<file path="config.mk">
export PLATFORM = sky130hd
export DESIGN_NAME = ov5640_init_sequencer
export DESIGN_NICKNAME = d
export VERILOG_FILES = /design/src/rtl/ov5640_pkg.sv /design/src/rtl/ov5640_delay_timer.sv /design/src/rtl/ov5640_init_sequencer.sv
export SDC_FILE = /design/constraint.sdc
export NUM_CORES = 1
export LEC_CHECK = 0
export ABC_AREA = 1
export BUFFER_PORTS_ARGS = -buffer_cell sky130_fd_sc_hd__clkbuf_2
export CORE_MARGIN = 2
export CORE_UTILIZATION = 55
export CTS_CLUSTER_SIZE = 10
export DETAILED_ROUTE_END_ITERATION = 8
export GPL_TIMING_DRIVEN = 0
export PLACE_DENSITY = 0.86
export SYNTH_ARGS = -nofsm -noshare
export SYNTH_HDL_FRONTEND = slang
export SYNTH_SLANG_ARGS = --single-unit
</file>
<file path="constraint.sdc">
create_clock -name clk -period 2.1 [get_ports clk]
set_input_delay 0.315 -clock clk [delete_from_list [all_inputs] [get_ports clk]]
set_output_delay 0.315 -clock clk [all_outputs]
set_load 0.02 [all_outputs]
</file>
<file path="src/rtl/ov5640_pkg.sv">
// Shared types and constants for the OV5640 init sequencer.
package ov5640_pkg;

    typedef enum logic [3:0] {
        ST_IDLE,
        ST_PWRUP,
        ST_FETCH,
        ST_LATCH,
        ST_REQ,
        ST_WAIT,
        ST_SDELAY,
        ST_NEXT,
        ST_DONE,
        ST_ERROR
    } state_t;

    // Writing SRST_BIT of this register soft-resets the sensor.
    localparam logic [15:0] SRST_REG = 16'h3008;
    localparam int          SRST_BIT = 7;

    // Converts a delay in microseconds to clock cycles. 64-bit math because
    // 20 ms at 50 MHz overflows 32 bits before the divide.
    function automatic longint unsigned us_to_clks(input longint unsigned delay_us,
                                                   input longint unsigned clk_hz);
        return (delay_us * clk_hz) / 64'd1_000_000;
    endfunction

endpackage

</file>
<file path="src/rtl/ov5640_delay_timer.sv">
// Down-counting delay timer: load sets the count, expired flags terminal count.
module ov5640_delay_timer #(
    parameter int WIDTH = 8
) (
    input  logic             clk,
    input  logic             rst_n,
    input  logic             load,
    input  logic [WIDTH-1:0] load_val,
    output logic             expired
);

    logic [WIDTH-1:0] count;

    // Load has priority; otherwise count down and hold at zero.
    always_ff @(posedge clk or negedge rst_n) begin
        if (!rst_n) begin
            count <= '0;
        end else if (load) begin
            count <= load_val;
        end else if (count != '0) begin
            count <= count - 1'b1;
        end
    end

    assign expired = (count == '0);

endmodule

</file>
<file path="src/rtl/ov5640_init_sequencer.sv">
// Walks the OV5640 init ROM and issues one SCCB write per entry, with
// power-up and soft-reset settle delays and bounded NACK retries.
//
//  state     | meaning
//  ----------+-----------------------------------------------------------
//  ST_IDLE   | after reset; leaves on start or the implicit reset start
//  ST_PWRUP  | power-up settle delay
//  ST_FETCH  | rom_addr = idx, ROM read in progress
//  ST_LATCH  | ROM word valid, capture into wr_reg_addr/wr_data
//  ST_REQ    | wr_valid high until wr_ready
//  ST_WAIT   | write accepted, waiting for wr_done
//  ST_SDELAY | settle delay after a soft-reset write
//  ST_NEXT   | advance idx or finish
//  ST_DONE   | all entries written
//  ST_ERROR  | retries exhausted on entry err_index
module ov5640_init_sequencer
    import ov5640_pkg::*;
#(
    parameter int          ADDR_WIDTH     = 8,
    parameter int          DATA_WIDTH     = 24,
    parameter int          TABLE_LEN      = 252,
    parameter int unsigned CLK_FREQ_HZ    = 50_000_000,
    parameter int unsigned PWRUP_DELAY_US = 20_000,
    parameter int unsigned SRST_DELAY_US  = 5_000,
    parameter int          MAX_RETRY      = 3
) (
    input  logic                  clk,
    input  logic                  rst_n,
    input  logic                  start,
    output logic [ADDR_WIDTH-1:0] rom_addr,
    input  logic [DATA_WIDTH-1:0] rom_q,
    output logic                  wr_valid,
    input  logic                  wr_ready,
    output logic [15:0]           wr_reg_addr,
    output logic [7:0]            wr_data,
    input  logic                  wr_done,
    input  logic                  wr_nack,
    output logic                  init_busy,
    output logic                  init_done,
    output logic                  init_err,
    output logic [ADDR_WIDTH-1:0] err_index
);

    localparam longint unsigned PWRUP_CLKS = us_to_clks(64'(PWRUP_DELAY_US), 64'(CLK_FREQ_HZ));
    localparam longint unsigned SRST_CLKS  = us_to_clks(64'(SRST_DELAY_US), 64'(CLK_FREQ_HZ));
    localparam longint unsigned MAX_CLKS   = (PWRUP_CLKS > SRST_CLKS) ? PWRUP_CLKS : SRST_CLKS;
    localparam int              CNT_W      = (MAX_CLKS == 0) ? 1 : $clog2(MAX_CLKS + 1);
    localparam logic [CNT_W-1:0] PWRUP_LOAD = CNT_W'(PWRUP_CLKS);
    localparam logic [CNT_W-1:0] SRST_LOAD  = CNT_W'(SRST_CLKS);

    localparam int              RETRY_W     = (MAX_RETRY < 1) ? 1 : $clog2(MAX_RETRY + 1);
    localparam logic [RETRY_W-1:0] RETRY_LIMIT = RETRY_W'(MAX_RETRY);
    localparam logic [ADDR_WIDTH-1:0] LAST_IDX = ADDR_WIDTH'(TABLE_LEN - 1);

    state_t               state;
    state_t               state_nxt;
    logic [ADDR_WIDTH-1:0] idx;
    logic [RETRY_W-1:0]   retry_cnt;
    logic                 auto_pend;
    logic                 tmr_load;
    logic [CNT_W-1:0]     tmr_val;
    logic                 tmr_expired;
    logic                 run_start;
    logic                 is_srst;
    logic                 is_last;

    assign is_srst   = (wr_reg_addr == SRST_REG) && wr_data[SRST_BIT];
    assign is_last   = (idx == LAST_IDX);
    assign run_start = (state_nxt == ST_PWRUP) && (state != ST_PWRUP);

    ov5640_delay_timer #(
        .WIDTH (CNT_W)
    ) u_delay_timer (
        .clk      (clk),
        .rst_n    (rst_n),
        .load     (tmr_load),
        .load_val (tmr_val),
        .expired  (tmr_expired)
    );

    // State register.
    always_ff @(posedge clk or negedge rst_n) begin
        if (!rst_n) begin
            state <= ST_IDLE;
        end else begin
            state <= state_nxt;
        end
    end

    // Next-state logic; the timer is loaded on entry to each delay state.
    always_comb begin
        state_nxt = state;
        tmr_load  = 1'b0;
        tmr_val   = PWRUP_LOAD;
        case (state)
            ST_IDLE: begin
                if (start || auto_pend) begin
                    state_nxt = ST_PWRUP;
                    tmr_load  = 1'b1;
                end
            end
            ST_PWRUP:  if (tmr_expired) state_nxt = ST_FETCH;
            ST_FETCH:  state_nxt = ST_LATCH;
            ST_LATCH:  state_nxt = ST_REQ;
            ST_REQ:    if (wr_ready) state_nxt = ST_WAIT;
            ST_WAIT: begin
                if (wr_done) begin
                    if (wr_nack) begin
                        state_nxt = (retry_cnt < RETRY_LIMIT) ? ST_REQ : ST_ERROR;
                    end else if (is_srst) begin
                        state_nxt = ST_SDELAY;
                        tmr_load  = 1'b1;
                        tmr_val   = SRST_LOAD;
                    end else begin
                        state_nxt = ST_NEXT;
                    end
                end
            end
            ST_SDELAY: if (tmr_expired) state_nxt = ST_NEXT;
            ST_NEXT:   state_nxt = is_last ? ST_DONE : ST_FETCH;
            ST_DONE, ST_ERROR: begin
                if (start) begin
                    state_nxt = ST_PWRUP;
                    tmr_load  = 1'b1;
                end
            end
            default:   state_nxt = ST_IDLE;
        endcase
    end

    // Sequence datapath: entry index, retry count, captured entry and status flags.
    always_ff @(posedge clk or negedge rst_n) begin
        if (!rst_n) begin
            idx         <= '0;
            retry_cnt   <= '0;
            auto_pend   <= 1'b1;
            wr_reg_addr <= '0;
            wr_data     <= '0;
            init_done   <= 1'b0;
            init_err    <= 1'b0;
            err_index   <= '0;
        end else begin
            if (state == ST_IDLE) begin
                auto_pend <= 1'b0;
            end
            if (run_start) begin
                idx       <= '0;
                retry_cnt <= '0;
                init_done <= 1'b0;
                init_err  <= 1'b0;
                err_index <= '0;
            end
            if (state == ST_LATCH) begin
                wr_reg_addr <= rom_q[DATA_WIDTH-1 -: 16];
                wr_data     <= rom_q[7:0];
            end
            if ((state == ST_WAIT) && wr_done && wr_nack) begin
                if (retry_cnt < RETRY_LIMIT) begin
                    retry_cnt <= retry_cnt + 1'b1;
                end else begin
                    init_err  <= 1'b1;
                    err_index <= idx;
                end
            end
            if (state == ST_NEXT) begin
                if (is_last) begin
                    init_done <= 1'b1;
                end else begin
                    idx       <= idx + 1'b1;
                    retry_cnt <= '0;
                end
            end
        end
    end

    assign rom_addr  = idx;
    assign wr_valid  = (state == ST_REQ);
    assign init_busy = (state != ST_IDLE) && (state != ST_DONE) && (state != ST_ERROR);

endmodule

</file>
==> results.tsv, run 1 <==
stage	metric	value	unit
layout	fin_nets	513	
die	pin_count	74	
die	dieHeight	84.21	um
detailed_routing	wl_per_cell	13.23	um
timing	grt_setup_unrepaired	false	
clock_network	cts_setup_buffers	0	
synth	postSynth.asyncResetShare	100.0	%
worst_setup_path	worstPathBufferInverterCount	2	
die	die_x	84.21	um
layout	num_antenna_cells	0	
timing	min_period_over_period	89.70	%
placement	hpwl	5537	um
synth	yosys.cell_count.top_type	nand2_1	
detailed_routing	drc_errors	0	
worst_setup_path	ff2ff_setup_slack	220	ps
worst_setup_path	critical_path_class	flip-flop to flip-flop	
placement	place_congestion	0.8382	
placement	placed_area	4023	um^2
grt	antenna_found_initial	0	
timing	tightest_slew	602.3	ps
hold_path	hold_start	rom_q[8]	
clock_network	cts_buffers	9	
layout	post-route-util	66.77	%
hold_path	min_path_type	input pin to flip-flop	
power_and_ir_drop	power_density	745.8	nW/um^2
layout	instances_no_fill	562	
worst_setup_path	timing.rr.start	u_delay_timer.count[1]	
worst_setup_path	start_kind	flip-flop	
synth	synth_cell_types	40	
clock_network	cts.repair.resized	0	
worst_setup_path	required	2320	ps
timing	timing.setup.tns	0	ps
detailed_routing	antenna_left	0	
synth	ys_seq_area_share	48.83	%
worst_setup_path	cpPeakStageDelay	360	ps
synth	ys_ff_latch	69	
worst_setup_path	r2r_end	u_delay_timer.count[19]	
synth	yosys.area.top_type	dfrtp_1	
detailed_routing	vias	2858	
die	coreArea	6277	um^2
job	drv_cap	0	
timing	fin_skew	7.941	ps
timing	fmax	530.9	MHz
timing	period_minus_slack	1884	ps
grt	gr-total-overflow	0	
clock_network	clk_latency	330	ps
worst_setup_path	critPathSlowestCell	dfrtp_1	
synth	synthFlopType	dfrtp_1	
clock_network	htree_levels	3	
synth	yosysTopAreaCellShare	48.09	%
layout	area_growth	18.46	%
placement	place_inst	545	
synth	avgSynthCellArea	8.981	um^2
clock_network	clock_sinks	69	
die	dieArea	7091	um^2
clock_network	cts_tree	done	
timing	slew_viol_final	0	
grt	grt_use_total	22.35	%
worst_setup_path	rr_worst_depth	10	
detailed_routing	drtIter0Drc	108	
synth	synthTopCellsByCount	nand2_1, dfrtp_1, nor2_1	
worst_setup_path	path_cells	inv_1, ha_1, nand2_1, nor2_2, nand2_1, nor2_2, buf_4, nand4_4, nand2_2, nor2_1	
grt	grt_pass1_vias	2919	
die	rows	29	
worst_setup_path	critPathMaxFanout	10	
synth	syn_inst	394	
grt	grt_max_degree	43	
power_and_ir_drop	ir_worst_vdd	0.3529	mV
worst_setup_path	critPathCaptureType	flip-flop	
synth	synthesis.area	3538	um^2
grt	grt_pass1_wl	12830	um
timing	hold_violations	0	
clock_network	clockRootBuffer	clkbuf_8	
timing	relSlewSlack	59.48	%
detailed_routing	vias_per_cell	5.085	
layout	drive_above_1_share	30.31	%
worst_setup_path	arrival	2110	ps
hold_path	holdPathStages	2	
detailed_routing	first_pass_iters	4	
clock_network	clock_path_buffers	2	
synth	synth_warnings	0	
die	initial_core_util	56.37	%
synth	synth-edff-count	0	
worst_setup_path	critPathTopFamily	simple AND/OR/NAND/NOR gates	
hold_path	min_to	wr_reg_addr[0]	
timing	setup_viol	0	
synth	synth_nets	427	
synth	yosys-top-cells-area	dfrtp_1, nand2_1, mux2_2, nor2_1, inv_1	
layout	n_fill_cell	490	
placement	port_buffers	73	
detailed_routing	wl	7434	um
layout	fin_area	4192	um^2
run_status	outcome	complete, no violations	
clock_network	clk_pin_slew_worst_paths	70	ps
power_and_ir_drop	p_leak	2.159	nW
layout make-up:
| class | count | area (um^2) | area share (%) |
|---|---|---|---|
| Multi-Input combinational cell | 278 | 1603 | 38.24 |
| Sequential cell | 69 | 1728 | 41.22 |
| Clock buffer | 11 | 131.4 | 3.134 |
| Clock inverter | 5 | 27.53 | 0.6567 |
| Inverter | 39 | 146.4 | 3.493 |
| Buffer | 8 | 61.31 | 1.463 |
| Tap cell | 77 | 96.34 | 2.299 |
| Timing Repair Buffer | 75 | 397.9 | 9.493 |
worst reg2reg max path, cell delays in order (launching register included):
cell and delay (ps):
dfrtp_1 360, inv_1 90, ha_1 210, nand2_1 110, nor2_2 200, nand2_1 140
nor2_2 120, buf_4 200, nand4_4 150, nand2_2 140, nor2_1 60
report_power, final:
part | total, mW | switching, mW | leakage, nW | internal [mW]
sequential | 1.60 | 0.128 | 0.849 | 1.47
combinational | 0.624 | 0.378 | 1.23 | 0.246
clock | 0.905 | 0.484 | 0.0829 | 0.421
total | 3.13 | 0.990 | 2.16 | 2.14
routing by layer:
metal,track usage (%),vias to the layer above,wire length (um)
met3,5.506,6,314
li1,-,1439,-
met1,28.27,1359,3276
met5,0,-,0
met4,7.038,0,75
met2,37.95,54,3767
what timing repair did:
action	in CTS	in global routing
hold endpoints to repair	26	0
hold buffers	1	0
endpoints found under the setup margin	0	0
flip-flops by register name, indices dropped and copies added, names as in the netlist:
register and count:
auto_pend 1, err_index 8, init_done 1, init_err 1, retry_cnt 2, rom_addr 8, state 4, u_delay_timer.count 20
wr_data 8, wr_reg_addr 16
layout by cell type, fill, tap and decap left out, types with 2 or more instances in the layout:
cell      count
mux2_2       22
buf_4         2
nor4_1        2
o21ai_0       6
nand3_4       3
a21oi_1       5
clkbuf_1      2
nor3_1        7
o21ai_1       2
nand3_1      21
o211ai_1      3
clkbuf_8      9
inv_1        36
nand2_1      92
clkinv_2      4
nor2_1       62
nor2_2        5
clkbuf_2     72
dfrtp_1      68
nand4_1       6
buf_2         4
ha_1          3
xnor2_1       6
inv_2         3
nand3_2       9
xor2_1        9
how the worst max path moves through the flow:
| stage | startpoint | endpoint | cells after the start |
|---|---|---|---|
| 2_1_floorplan | wr_reg_addr[3] | init_err | 10 |
| 3_3_place_gp | rst_n | rom_addr[3] | 1 |
| 3_5_place_dp | u_delay_timer.count[1] | u_delay_timer.count[19] | 10 |
| 4_1_cts | u_delay_timer.count[1] | u_delay_timer.count[19] | 10 |
| 5_1_grt | u_delay_timer.count[1] | u_delay_timer.count[9] | 10 |
| 6_report | u_delay_timer.count[1] | u_delay_timer.count[19] | 10 |
cell families after synthesis:
group,share of synthesized area (%)
DFF,48.83
adders and majority gates,1.061
muxes,7.001
xor gates and xnor gates,3.713
and+or+nand+nor,29.63
buffers and inverters,5.870
AOI/OAI and AO/OA,3.890
stage by stage:
step | power [mW] | hold WS [ps] | setup WS, ps
6_report | 3.126 | 205.5 | 216.3
4_1_cts | 3.149 | 193.3 | 209.4
3_3_place_gp | 2.205 | 452.2 | 224.5
2_1_floorplan | 2.043 | 19.41 | 492.2
3_5_place_dp | 2.241 | 296.4 | 223.0
5_1_grt | 3.315 | 197.7 | 58.90
No activity file was read; power rests on OpenSTA's default activity.
==> inputs of run 2 (changes only) <==
--- a/config.mk
+++ b/config.mk
@@ -7,12 +7,13 @@
 export LEC_CHECK = 0
 export ABC_AREA = 1
 export BUFFER_PORTS_ARGS = -buffer_cell sky130_fd_sc_hd__clkbuf_2
+export CAP_MARGIN = 20
 export CORE_MARGIN = 2
-export CORE_UTILIZATION = 55
+export CORE_UTILIZATION = 59
 export CTS_CLUSTER_SIZE = 10
 export DETAILED_ROUTE_END_ITERATION = 8
 export GPL_TIMING_DRIVEN = 0
-export PLACE_DENSITY = 0.86
+export PLACE_DENSITY = 0.91
 export SYNTH_ARGS = -nofsm -noshare
 export SYNTH_HDL_FRONTEND = slang
 export SYNTH_SLANG_ARGS = --single-unit
==> constraint.sdc (replaced) <==
create_clock -name clk -period 2.4 [get_ports clk]
set_input_delay 0.36 -clock clk [delete_from_list [all_inputs] [get_ports clk]]
set_output_delay 0.36 -clock clk [all_outputs]
set_load 0.02 [all_outputs]
==> results.tsv, run 2 (synthesized netlist as in run 1, its figures left out) <==
stage	metric	value	unit	change
run_status	outcome	complete, no violations		
power_and_ir_drop	power_density	673.9	nW/um^2	-9.6%
layout	top_register	u_delay_timer.count		
detailed_routing	wl_met2	3799	um	+0.85%
detailed_routing	vias_per_cell	5.265		+3.5%
timing	fmax	536.1	MHz	
worst_setup_path	critical_path_class	flip-flop to output pin		
layout	num_antenna_cells	0		unchanged
layout	largestRegisters	u_delay_timer.count x20, wr_reg_addr x16		
detailed_routing	wl_per_cell	13.01	um	-1.6%
placement	place_congestion	0.8735		+4.2%
die	rows	28		-3.4%
worst_setup_path	critPathMaxFanout	7		-3
clock_network	cts_tree	done		
grt	grt_use_total	24.10	%	+1.7 points
timing	fin_skew	11.49	ps	+3.547 ps
layout	n_fill_cell	420		-14%
placement	place_inst	543		-0.37%
timing	period_minus_slack	1865	ps	
clock_network	clk_pin_slew_worst_paths	70	ps	about the same
timing	slew_viol_final	0		unchanged
layout	most-common-layout-cells	nand2_1, clkbuf_2, dfrtp_1, nor2_1, inv_1		
placement	hpwl	5537	um	about the same
layout	fin_nets	513		unchanged
grt	grt_pass1_vias	2871		-1.6%
timing	tightest_slew	558.2	ps	-44.04 ps
worst_setup_path	rr_worst_depth	10		unchanged
timing	timing.setup.tns	0	ps	unchanged
timing	hold_violations	0		unchanged
layout	fin_area	4210	um^2	+0.45%
timing	grt_setup_unrepaired	false		
layout	post-route-util	71.96	%	+5.2 points
detailed_routing	wl	7275	um	-2.1%
layout	largest_register_ff_count	20		unchanged
detailed_routing	wl_met1	3070	um	-6.3%
power_and_ir_drop	ir_worst_vdd	0.4395	mV	+25%
detailed_routing	first_pass_iters	5		+1
detailed_routing	vias	2943		+3.0%
layout	final_common_cell	nand2_1		
clock_network	cts_setup_buffers	0		unchanged
worst_setup_path	cpPeakStageDelay	360	ps	about the same
clock_network	clk_latency	340	ps	about the same
power_and_ir_drop	p_leak	2.168	nW	+0.42%
worst_setup_path	start_kind	flip-flop		
detailed_routing	wl_met3	272	um	-13%
clock_network	clock_path_buffers	2		unchanged
clock_network	clock_sinks	69		unchanged
layout	area_growth	18.99	%	
detailed_routing	drtIter0Drc	186		+72%
worst_setup_path	required	2040	ps	-280 ps
worst_setup_path	critPathSlowestCell	dfrtp_1		
hold_path	min_path_type	input pin to flip-flop		
placement	port_buffers	73		unchanged
worst_setup_path	critPathCaptureType	output pin		
worst_setup_path	path_cells	buf_2, inv_1, nand2_1, nor2_2, nor2_1, clkbuf_2		
timing	setup_viol	0		unchanged
detailed_routing	top_layer	met4		
hold_path	holdPathStages	2		unchanged
timing	relSlewSlack	62.44	%	+3.0 points
grt	gr-total-overflow	0		unchanged
detailed_routing	antenna_left	0		unchanged
power_and_ir_drop	p_total	2.837	mW	-9.2%
layout	drive_above_1_share	30.37	%	+0.063 points
grt	antenna_found_initial	0		unchanged
die	dieHeight	81.44	um	-3.3%
placement	placed_area	4020	um^2	about the same
timing	min_period_over_period	77.72	%	
layout	instances_no_fill	559		-0.53%
die	initial_core_util	60.48	%	+4.1 points
grt	grt_pass1_wl	12250	um	-4.5%
job	drv_cap	0		unchanged
clock_network	cts.repair.resized	0		unchanged
die	pin_count	74		unchanged
clock_network	htree_levels	3		unchanged
die	coreArea	5851	um^2	-6.8%
grt	grt_max_degree	42		-2.3%
die	die_x	81.44	um	-3.3%
die	dieArea	6632	um^2	-6.5%
clock_network	cts_buffers	9		unchanged
detailed_routing	drc_errors	0		unchanged
clock_network	clockRootBuffer	clkbuf_8		
worst_setup_path	arrival	1510	ps	-600 ps
==> run 2: cell count changes in the layout (fill, tap and decap cells not counted), sizes merged <==
cell / change
bufinv: +1
clkbuf: -1
clkinv: -1
==> run 2: critical path: cells and delay by family, from the launching register on <==
kind | cells | cell delay (ps)
buffers and inverters | 3 | 450
AND/OR/NAND/NOR | 3 | 360
flip-flops | 1 | 360
==> run 2: repair_timing <==
item	in CTS	in global routing
hold buffers	1	0
setup endpoints to repair	0	0
endpoints found under the hold margin	27	0
==> run 2: area by class of cell <==
| type | count | area (um^2) | area share, % |
|---|---|---|---|
| buffer | 8 | 61.31 | 1.456 |
| clock buffer | 10 | 127.6 | 3.031 |
| clock inverter | 5 | 52.55 | 1.248 |
| inverter | 39 | 146.4 | 3.477 |
| multi-input combinational | 278 | 1603 | 38.07 |
| sequential | 69 | 1728 | 41.04 |
| tap | 75 | 93.84 | 2.229 |
| timing repair buffer | 75 | 397.9 | 9.450 |
==> run 2: through the flow <==
step / hold slack, ps / setup WS [ps]
2_1_floorplan: 64.41 / 792.2
3_3_place_gp: 452.8 / 478.6
3_5_place_dp: 344.3 / 539.3
4_1_cts: 240.3 / 530.0
5_1_grt: 242.2 / 388.7
6_report: 247.1 / 534.8
==> run 2: layer usage <==
metal,vias up,track usage (%)
met5,-,0
li1,1441,-
met3,12,4.725
met2,63,41.72
met1,1427,29.53
met4,0,9.831
==> run 2: path summary, 6_finish.rpt <==
check	startpoint	endpoint	slack [ps]
setup / recovery	state[0]	init_busy	530
hold / removal	rom_q[18]	wr_reg_addr[10]	250
setup reg to reg	u_delay_timer.count[1]	u_delay_timer.count[6]	540
hold reg to reg	auto_pend	auto_pend	470
max in group asynchronous	rst_n	wr_data[7]	1330
min in group asynchronous	rst_n	u_delay_timer.count[13]	510
==> run 2: report_power, final <==
part / internal (mW) / switching [mW]
Clock: 0.469 / 0.421
Combinational: 0.216 / 0.335
Sequential: 1.29 / 0.111
==> inputs of run 3 (changes only) <==
--- a/config.mk
+++ b/config.mk
@@ -5,15 +5,15 @@
 export SDC_FILE = /design/constraint.sdc
 export NUM_CORES = 1
 export LEC_CHECK = 0
-export ABC_AREA = 1
+export ABC_AREA = 0
 export BUFFER_PORTS_ARGS = -buffer_cell sky130_fd_sc_hd__clkbuf_2
 export CAP_MARGIN = 20
 export CORE_MARGIN = 2
-export CORE_UTILIZATION = 59
+export CORE_UTILIZATION = 54
 export CTS_CLUSTER_SIZE = 10
 export DETAILED_ROUTE_END_ITERATION = 8
 export GPL_TIMING_DRIVEN = 0
-export PLACE_DENSITY = 0.91
+export PLACE_DENSITY = 0.86
 export SYNTH_ARGS = -nofsm -noshare
 export SYNTH_HDL_FRONTEND = slang
 export SYNTH_SLANG_ARGS = --single-unit
==> constraint.sdc (replaced) <==
create_clock -name clk -period 1.8 [get_ports clk]
set_input_delay 0.27 -clock clk [delete_from_list [all_inputs] [get_ports clk]]
set_output_delay 0.27 -clock clk [all_outputs]
set_load 0.02 [all_outputs]
==> results.tsv, run 3 <==
stage	metric	value	unit	change
timing	fmax	397.3	MHz	
hold_path	min_to	wr_reg_addr[2]		
synth	ys_seq_area_share	51.65	%	+2.8 points
synth	synth_cell_types	51		+28%
timing	tightest_slew	532.1	ps	-26.10 ps
hold_path	holdPathStages	2		unchanged
worst_setup_path	cp-startpoint	u_delay_timer.count[10]		
placement	port_buffers	73		unchanged
timing	slew_viol_final	0		unchanged
placement	place_ws	-949.2	ps	-1488 ps
clock_network	clk_latency	350	ps	about the same
grt	grt_pass1_vias	3095		+7.8%
detailed_routing	drc_errors	0		unchanged
layout	instances_no_fill	518		-7.3%
worst_setup_path	worstPathBufferInverterCount	2		-1
layout	num_antenna_cells	0		unchanged
grt	antenna_found_initial	0		unchanged
layout	largest_register_ff_count	20		unchanged
timing	relSlewSlack	64.23	%	+1.8 points
die	die_x	82.72	um	+1.6%
synth	synth_nets	352		-18%
timing	fin_skew	9.625	ps	-1.862 ps
synth	yosys.area.top_type	dfrtp_1		
layout	n_fill_cell	337		-20%
clock_network	clock_path_buffers	2		unchanged
synth	synthesis.area	3346	um^2	-5.4%
clock_network	clk_pin_slew_worst_paths	70	ps	about the same
timing	period_minus_slack	2517	ps	
synth	yosys.cell_count.top_type	dfrtp_1		
timing	grt_setup_unrepaired	true		
synth	postSynth.asyncResetShare	100.0	%	unchanged
placement	hpwl	5545	um	+0.13%
worst_setup_path	critPathTopFamily	simple AND/OR/NAND/NOR gates		
job	drv_cap	0		unchanged
worst_setup_path	critical_path_class	flip-flop to flip-flop		
die	coreArea	5956	um^2	+1.8%
timing	whs	145.2	ps	-101.9 ps
grt	gr-total-overflow	0		unchanged
worst_setup_path	timing.rr.start	u_delay_timer.count[10]		
layout	top_register	u_delay_timer.count		
layout	final_common_cell	clkbuf_2		
synth	ys_ff_latch	69		unchanged
die	rows	28		unchanged
placement	placed_area	3940	um^2	-2.0%
grt	grt_max_degree	69		+64%
worst_setup_path	start_kind	flip-flop		
detailed_routing	drtIter0Drc	378		+100%
layout	most-common-layout-cells	clkbuf_2, dfrtp_1, nand2_1, buf_4, mux2_2		
worst_setup_path	r2r_end	rom_addr[3]		
grt	grt_use_total	28.92	%	+4.8 points
synth	yosys-top-cells-area	dfrtp_1, mux2_2, nand2_1, nor3_1, xnor2_1		
synth	synthTopCellsByCount	dfrtp_1, nand2_1, mux2_2		
worst_setup_path	critPathSlowestCell	or4_4		
clock_network	cts_tree	done		
run_status	outcome	finished with violations		
clock_network	cts_buffers	9		unchanged
die	dieHeight	82.72	um	+1.6%
grt	grt_pass1_wl	14630	um	+19%
timing	setup_viol	42		+42
layout	largestRegisters	u_delay_timer.count x20, wr_reg_addr x16		
detailed_routing	antenna_left	0		unchanged
timing	hold_violations	0		unchanged
clock_network	clock_sinks	69		unchanged
synth	yosysTopAreaCellShare	50.86	%	+2.8 points
synth	avgSynthCellArea	10.49	um^2	+17%
detailed_routing	wl	9653	um	+33%
hold_path	min_path_type	input pin to flip-flop		
power_and_ir_drop	p_total	7.625	mW	+170%
worst_setup_path	critPathCaptureType	flip-flop		
worst_setup_path	ff2ff_setup_slack	-720	ps	-1260 ps
layout	fin_nets	471		-8.2%
placement	place_inst	468		-14%
synth	synth-edff-count	0		unchanged
synth	synth_warnings	0		unchanged
worst_setup_path	required	2030	ps	about the same
power_and_ir_drop	p_leak	2.167	nW	about the same
die	dieArea	6842	um^2	+3.2%
layout	area_growth	42.00	%	
synth	synthFlopType	dfrtp_1		
die	pin_count	74		unchanged
detailed_routing	first_pass_iters	5		unchanged
clock_network	clockRootBuffer	clkbuf_8		
detailed_routing	wl_per_cell	18.64	um	+43%
hold_path	hold_start	rom_q[10]		
layout	fin_area	4751	um^2	+13%
detailed_routing	vias	3164		+7.5%
synth	syn_inst	319		-19%
worst_setup_path	arrival	2750	ps	+1240 ps
run_status	failed_checks	negative setup slack		
power_and_ir_drop	power_density	1605	nW/um^2	+140%
clock_network	htree_levels	3		unchanged
die	initial_core_util	56.18	%	-4.3 points
power_and_ir_drop	ir_worst_vdd	1.232	mV	+180%
worst_setup_path	path_cells	or4_4, or3_4, nor4_4, nor4_2, buf_4, or2_4, buf_6, a311o_1		
worst_setup_path	rr_worst_depth	8		-2
layout	drive_above_1_share	48.98	%	+19 points
worst_setup_path	critPathMaxFanout	5		-2
detailed_routing	vias_per_cell	6.108		+16%
timing	fin_ws	-716.9	ps	-1252 ps
placement	place_congestion	0.8989		+2.9%
worst_setup_path	cpPeakStageDelay	540	ps	+180 ps
timing	min_period_over_period	139.8	%	
## run 3: layout make-up
type	instances	area, um^2	share of cell area [%]
inverters	10	37.54	0.7901
plain buffers	13	105.1	2.212
repair buffers	107	695.7	14.64
clock inverters	4	70.07	1.475
clock buffers	12	155.1	3.266
well taps	75	93.84	1.975
flip-flops and latches	69	1728	36.37
multi-input cells	228	1866	39.27
## run 3: how the worst max path moves through the flow
| stage | to | slack (ps) | cells after the start |
|---|---|---|---|
| after CTS | rom_addr[3] | -650 | 8 |
| after floorplan | rom_addr[3] | -510 | 7 |
| final | rom_addr[3] | -720 | 8 |
| after global placement | err_index[5] | -910 | 7 |
| after detailed placement | retry_cnt[1] | -950 | 7 |
| after global routing | rom_addr[3] | -790 | 8 |
## run 3: layer usage
| metal | routed length [um] | track usage (%) |
|---|---|---|
| met1 | 3701 | 33.66 |
| met2 | 4833 | 49.68 |
| met3 | 685 | 7.935 |
| met4 | 432 | 13.11 |
| met5 | 0 | 0 |
## run 3: what timing repair did
item,CTS,global route
hold buffers,1,0
setup endpoints to repair,65,65
endpoints found under the hold margin,68,0
cloned,3,1
setup buffers,22,7
pin swaps,5,10
gates resized for setup,37,49
## run 3: cell families after synthesis
kind of cell | after synthesis | synth area share [%]
buffers and inverters | 23 | 2.880
adders and majority gates | 3 | 1.122
and+or+nand+nor | 135 | 22.51
DFF | 69 | 51.65
AOI/OAI and AO/OA | 45 | 8.452
xor gates and xnor gates | 18 | 4.712
muxes | 26 | 8.676
## run 3: worst reg2reg max path, cell delays in order, from the launching register on
cell     delay (ps)
dfrtp_1         400
or4_4           540
or3_4           380
nor4_4          170
nor4_2           90
buf_4           160
or2_4           250
buf_6           140
a311o_1         270
## run 3: per-stage QoR
step | TNS [ps] | util, %
2_1_floorplan | -17860 | -
3_3_place_gp | -39300 | 65.65
3_5_place_dp | -41000 | 66.16
4_1_cts | -24130 | 75.82
5_1_grt | -29860 | 79.77
6_report | -26300 | 79.77
## run 3: report_power, final
part	total, mW	internal [mW]	switching [mW]
logic	3.74	1.78	1.95
registers	2.44	2.00	0.439
clock network	1.45	0.852	0.595
